**src/rtl/key_debounce_multi.sv**
```systemverilog
// key_debounce_multi: per-channel sync, polarity normalise, debounce, press/release pulses; long press under KEY_DEBOUNCE_LONG_PRESS_EN.
// The release pulse port is named release_pulse because release is a reserved word.
module key_debounce_multi #(
    parameter int CH           = 3,
    parameter int DEBOUNCE_CYC = 1_000_000,
    parameter int ACTIVE_LOW   = 1,
    parameter int LONG_CYC     = 50_000_000
) (
    input  logic          clk,
    input  logic          rst,
    input  logic [CH-1:0] key_in,
    output logic [CH-1:0] level,
    output logic [CH-1:0] press,
    output logic [CH-1:0] release_pulse,
    output logic [CH-1:0] long_press,
    output logic          any_pressed
);
    localparam int DW = $clog2(DEBOUNCE_CYC + 1);
    localparam logic [CH-1:0] IDLE = {CH{ACTIVE_LOW != 0}};
    logic [CH-1:0] s1, s2, p, lvl_n;
    assign p = s2 ^ IDLE;
    assign any_pressed = |level;
    for (genvar c = 0; c < CH; c++) begin : g_ch
        logic [DW-1:0] dcnt;
        logic          hit;
        assign hit = (p[c] != level[c]) && (dcnt == DW'(DEBOUNCE_CYC - 1));
        assign lvl_n[c] = level[c] ^ hit;
        always_ff @(posedge clk) begin
            if (rst)
                dcnt <= '0;
            else
                dcnt <= (p[c] == level[c] || hit) ? '0 : dcnt + DW'(1);
        end
    end
    always_ff @(posedge clk) begin
        if (rst) begin
            s1            <= IDLE;
            s2            <= IDLE;
            level         <= '0;
            press         <= '0;
            release_pulse <= '0;
        end else begin
            s1            <= key_in;
            s2            <= s1;
            level         <= lvl_n;
            press         <= lvl_n & ~level;
            release_pulse <= level & ~lvl_n;
        end
    end
`ifdef KEY_DEBOUNCE_LONG_PRESS_EN
    localparam int HW = $clog2(LONG_CYC + 1);
    logic [CH-1:0] lp_n;
    for (genvar c = 0; c < CH; c++) begin : g_hold
        logic [HW-1:0] hcnt;
        // suppressed on the accepting-release edge so it never coincides with release
        assign lp_n[c] = level[c] && lvl_n[c] && (hcnt == HW'(LONG_CYC - 1));
        always_ff @(posedge clk) begin
            if (rst)
                hcnt <= '0;
            else
                hcnt <= !level[c] ? '0 : (hcnt == HW'(LONG_CYC)) ? hcnt : hcnt + HW'(1);
        end
    end
    always_ff @(posedge clk) begin
        if (rst)
            long_press <= '0;
        else
            long_press <= lp_n;
    end
`else
    assign long_press = '0;
`endif
endmodule

```
**config.mk**
```make
export PLATFORM = sky130hd
export DESIGN_NAME = key_debounce_multi
export DESIGN_NICKNAME = d
export VERILOG_FILES = /design/src/rtl/key_debounce_multi.sv
export SDC_FILE = /design/constraint.sdc
export NUM_CORES = 1
export LEC_CHECK = 0
export CORE_ASPECT_RATIO = 0.7
export CORE_MARGIN = 2
export CORE_UTILIZATION = 40
export CTS_CLUSTER_DIAMETER = 60
export DETAILED_ROUTE_END_ITERATION = 12
export GPL_ROUTABILITY_DRIVEN = 0
export SLEW_MARGIN = 0
export SYNTH_ARGS = -nofsm -noshare
export SYNTH_HDL_FRONTEND = slang
export SYNTH_SLANG_ARGS = --single-unit
```
**constraint.sdc**
```tcl
create_clock -name clk -period 5 [get_ports clk]
set_input_delay 0.75 -clock clk [delete_from_list [all_inputs] [get_ports clk]]
set_output_delay 0.75 -clock clk [all_outputs]
set_load 0.005 [all_outputs]
```
* Yosys cells after proc, flatten, opt, wreduce, memory -nomap -nowiden
Cells that the tools add are included.
** Word-level totals
- Register bits :: 75
- Input bits :: 5
- Output and inout bits :: 13
- Logic and storage cells :: 38
** Cells by class
- $add $sub $neg :: 3
- Bitwise gates (word level) :: 8
- Eq/ne operators :: 9
- Reduce and logical (&&, ||, !) cells :: 10
** Operators with widths (number)
- 20-bit by 1-bit adder with 20-bit output (second input constant) :: 3
- 20-bit equality test (second input constant) :: 3
- 3-bit inverter :: 3
- 3-bit bitwise AND :: 2
- 2-bit OR reduction :: 3
- 1-bit equality test :: 3
- 1-bit logical AND :: 3
- 1-bit logical OR :: 3
- 1-bit != test :: 3
- 3-bit OR reduction :: 1
- 1-bit bitwise XOR :: 3

* Depth between registers and ports, before layout
- Word-level depth :: 6
- Gate-level depth with buffers :: 7
- Gate-level depth less buffers :: 7

* Least setup slack after synthesis
No wires, ideal clock.
- Path type :: reg2reg
- From :: register g_ch[0].dcnt[0]
- To :: register level[0]
- Slack :: 2.866 ns
- Setup time :: 0.066 ns
- Period minus slack after synthesis :: 2.134 ns
- Required time :: 4.934 ns
- Arrival :: 2.068 ns
- Stages on the path, launching flop included :: 8
- Buffers on the path :: 0
- Path through :: dfxtp_1 > ha_1 > nand3_1 > or4_1 > or2_2 > nor2_1 > ha_1 > nor2_1
** Between the ends
- Word-level cells in the longest chain between the ends :: 3
** RTL lines
- from (decl) :: RTL line 24 : logic [DW-1:0] dcnt;
- from (signal assigned) :: RTL line 32 : dcnt <= (p[c] == level[c] || hit) ? '0 : dcnt + DW'(1);
- 20-bit equality test :: RTL line 26 : assign hit = (p[c] != level[c]) && (dcnt == DW'(DEBOUNCE_CYC - 1));
- 1-bit logical AND :: RTL line 26
- 1-bit bitwise XOR :: RTL line 27 : assign lvl_n[c] = level[c] ^ hit;
- to (signal assigned) :: RTL line 45 : level <= lvl_n;
- to (decl) :: RTL line 12 : output logic [CH-1:0] level,
No other way between the ends.
A chain may end at the register's enable or synchronous reset.

* Worst setup path after layout
- From :: register g_ch[1].dcnt[0]
- To :: register level[1]
** Between the ends
- Word-level cells in the longest chain between the ends :: 3
** RTL lines (RTL line)
- from (decl) :: 24
- from (signal assigned) :: 32
- 20-bit equality test :: 26
- 1-bit logical AND :: 26
- 1-bit bitwise XOR :: 27
No other way between the ends.

==> flow_summary_export.csv <==
group,metric,value,unit
run_status,status,"completed",
synthesis,synth_top_area_share,0.467,
route,drt_iter0_markers,139,
route,wirelength,5810,um
die,num_io_pins,18,
die,start_util,0.410,
synthesis,ys_seq_area_frac,0.467,
critical_path,crit_buf_inv,0,
clock_network,clkLatencyLatePin,0.33,ns
synthesis,synth_compound_area_frac,0.0537,
cells_and_area,syn_to_final_growth,16.1,%
timing,fmax,0.408,GHz
die,fp.coreArea,0.00784,sq mm
clock_network,cts_tree,"done",
synthesis,synthXorXnorAreaFrac,0.120,
power,p_int,1010,uW
timing,fin_crit_sh,0.491,
critical_path,max_stage_delay,0.64,ns
timing,layout_min_cycle_time,2.45,ns
power,p_clk_frac,0.510,
critical_path,reg2reg_to,"level[1]$_SDFF_PP0_",
clock_network,clockBufferDepth,2,
worst_hold_path,hold_path_class,"reg -> reg",
critical_path,required,5.25,ns
placement,dp_hpwl,3870,um
timing,slew_headroom,0.460,
critical_path,cp_top_family,"simple AND/OR/NAND/NOR gates",
timing,clock_skew,0.00467,ns
synthesis,synth_cell_types,33,
critical_path,cp_max_fo,8,
cells_and_area,drive_gt1_frac,0.0873,
route,drc,0,
cells_and_area,antenna_cells,0,
timing,max_slew.worst_pin.slew,0.810,ns
critical_path,reg2reg_slack,2.55,ns
route,firstDrtPassIters,4,
die,die_area,0.00878,sq mm
route,ant_nets,0,
clock_network,cts_hold_buf,0,
clock_network,cts_root_buf,"clkbuf_16",
route,vias,2385,
clock_network,clock-sinks,75,
critical_path,cpMaxStageDelayCell,"or4_1",
timing,finalHoldViolCount,0,
critical_path,cp-start-kind,"flop",
grt,grt_max_degree,21,
cells_and_area,fin_nets,387,
worst_hold_path,min_path_cells,1,
clock_network,cts_resized,0,
clock_network,cts_setup_buffers,0,
die,die_x,111,um
cells_and_area,utilization,0.476,
power,seqPwrFrac,0.479,
power,combPwrFrac,0.011,
timing,rsz0062_at_grt,"no",
critical_path,crit_arrival,2.70,ns
grt,grt_pass1_wl,9920,um
worst_hold_path,min_to,"s2[2]$_SDFF_PP1_",
critical_path,path_cells,"ha_1 > nand3_1 > or4_1 > or2_2 > nor2_1 > ha_1 > nor2_1",
power,power_density,337,mW/mm^2
timing,fin_tns_setup,0,ns
grt,grt_use_total,0.141,
power,switching_share,0.201,
placement,io_buffers,14,
synthesis,syn_inst,357,
critical_path,timing.rr.start,"g_ch[1].dcnt[0]$_SDFF_PP0_",
synthesis,yosysTopAreaCell,"dfxtp_1",
synthesis,synth_top_family_by_area,"simple AND/OR/NAND/NOR gates",
die,rows,27,
synthesis,synth_seq_cells,75,
cells_and_area,stdcell_count,479,
critical_path,endpoint_kind,"flop",
power,power_switching,252,uW
clock_network,clk_pin_slew,0.06,ns
synthesis,syn_avg_cell_area,9.01,sq um
route,viasPerCell,4.98,
synthesis,synthAdderAreaFrac,0.0350,
synthesis,syn_area,0.00322,sq mm
placement,dp_cells,463,
synthesis,yosys_warnings,0,
route,wl_per_cell,12.1,um
timing,setup_viol,0,
job,drv_cap,0,
power,p_leak,0.00115,uW
grt,grt_pass1_vias,2164,
critical_path,rr_worst_depth,7,
synthesis,synth-simple-area-share,0.286,
grt,grt-ovfl-total,0,
worst_hold_path,hp-start,"s1[2]$_SDFF_PP1_",
grt,antenna_found_initial,0,
power,ir_drop,0.000199,V
timing,maxSlewViolCount,0,
die,die_h,79.0,um
synthesis,synthMuxAreaShare,0,
clock_network,cts_buffers,9,
critical_path,path_class,"reg -> reg",
clock_network,htreeDepth,3,
synthesis,netlist_top_cells_area,"dfxtp_1 47%, xnor2_1 8.7%, nor2_1 6.8%",
-- worst max path at each step --
stage                                     startpoint                     endpoint  slack, ns  cells after the start
after floorplan           g_ch[0].dcnt[0]$_SDFF_PP0_          level[0]$_SDFF_PP0_       2.87                      7
after global placement                           rst   g_ch[2].dcnt[8]$_SDFF_PP0_       2.40                      3
after detailed placement                         rst   g_ch[2].dcnt[5]$_SDFF_PP0_       2.34                      3
after CTS                 g_ch[1].dcnt[0]$_SDFF_PP0_          level[1]$_SDFF_PP0_       2.52                      7
after global routing      g_ch[1].dcnt[0]$_SDFF_PP0_  g_ch[1].dcnt[16]$_SDFF_PP0_       2.34                      5
final                     g_ch[1].dcnt[0]$_SDFF_PP0_          level[1]$_SDFF_PP0_       2.55                      7
-- metrics by stage --
step / instance area [sq um] / power [uW] / setup slack, ns / hold slack (ns)
floorplan: 3220 / 626 / 2.87 / 0.389
global placement: 3430 / 629 / 2.40 / 0.394
detailed placement: 3430 / 629 / 2.34 / 0.396
CTS: 3730 / 1280 / 2.52 / 0.412
global route: 3730 / 1300 / 2.34 / 0.418
finish: 3730 / 1260 / 2.55 / 0.412
-- state kept, by name, indices dropped and copies added (netlist names) --
register       cells
g_ch.dcnt         60
level              3
press              3
release_pulse      3
s1                 3
s2                 3
-- cell usage after synthesis --
| master | number |
|---|---|
| clkbuf_1 | 5 |
| o21ai_2 | 2 |
| or4_1 | 9 |
| ha_1 | 9 |
| nor2b_1 | 6 |
| nand4_1 | 12 |
| conb_1 | 1 |
| nor3_1 | 13 |
| or3b_2 | 1 |
| xor2_1 | 12 |
| a31o_2 | 2 |
| nor2_1 | 58 |
| buf_2 | 1 |
| inv_1 | 16 |
| nand4_2 | 3 |
| a311o_1 | 1 |
| nand3b_1 | 1 |
| nand2_1 | 16 |
| nand3_2 | 1 |
| and3_1 | 2 |
| buf_4 | 5 |
| xnor2_1 | 32 |
| dfxtp_1 | 75 |
| or3_1 | 8 |
| or2_2 | 8 |
| a21oi_1 | 13 |
| o21ai_0 | 8 |
| nand3_1 | 15 |
| nor4b_1 | 5 |
| o31ai_1 | 3 |
| and4_1 | 2 |
| and4b_1 | 2 |
| nor4_1 | 10 |
-- cell families (layout without fill, tap and decap cells) --
logic type,Yosys count,in the layout
fa+ha+maj,9,9
compound gates,29,29
simple gates,172,172
other cells,1,3
xor+xnor,44,44
flops,75,75
buf+inv,27,46
-- worst reg2reg max path, cell delays in order, from the launching register on --
cell and delay (ns):
dfxtp_1 0.39, ha_1 0.21, nand3_1 0.29, or4_1 0.64, or2_2 0.33, nor2_1 0.16, ha_1 0.26, nor2_1 0.10
-- power groups by stage --
stage          combinational, uW  clock [uW]  sequential (uW)
6_report                    13.3         642              602
5_1_grt                     15.2         686              602
4_1_cts                     13.5         662              602
3_5_place_dp                13.4           0              615
3_3_place_gp                13.3           0              615
2_1_floorplan               10.9           0              615
-- routing by layer --
layer	vias to the layer above	track usage	share of wire
met3	2	0.0573	0.039
met2	29	0.208	0.42
met4	0	0.0556	0.0053
met1	1102	0.185	0.53
met5	-	0	0
li1	1252	-	-
-- cells in the final DEF, fill, tap and decap left out, drive strengths merged, types with 3 or more instances in the layout --
master,instances
nor4,10
o21ai,10
inv,16
dfxtp,75
or4,9
clkdlybuf4s50,14
nor2,58
xor2,12
nand2,16
ha,9
nand4,15
nand3,16
nor2b,6
a21oi,13
xnor2,32
clkinv,4
or3,8
nor4b,5
or2,8
o31ai,3
conb,3
nor3,13
clkbuf,10
-- final cells by class --
type                    instances  area [sq um]
fillers                       756          4110
multi-input cells             257          1600
flip-flops and latches         75          1500
clock buffers                  10           239
repair buffers                 14           140
well taps                     101           126
clock inverters                 6          65.1
inverters                      16          60.1
Note: power is estimated with default switching activity, not from simulation.
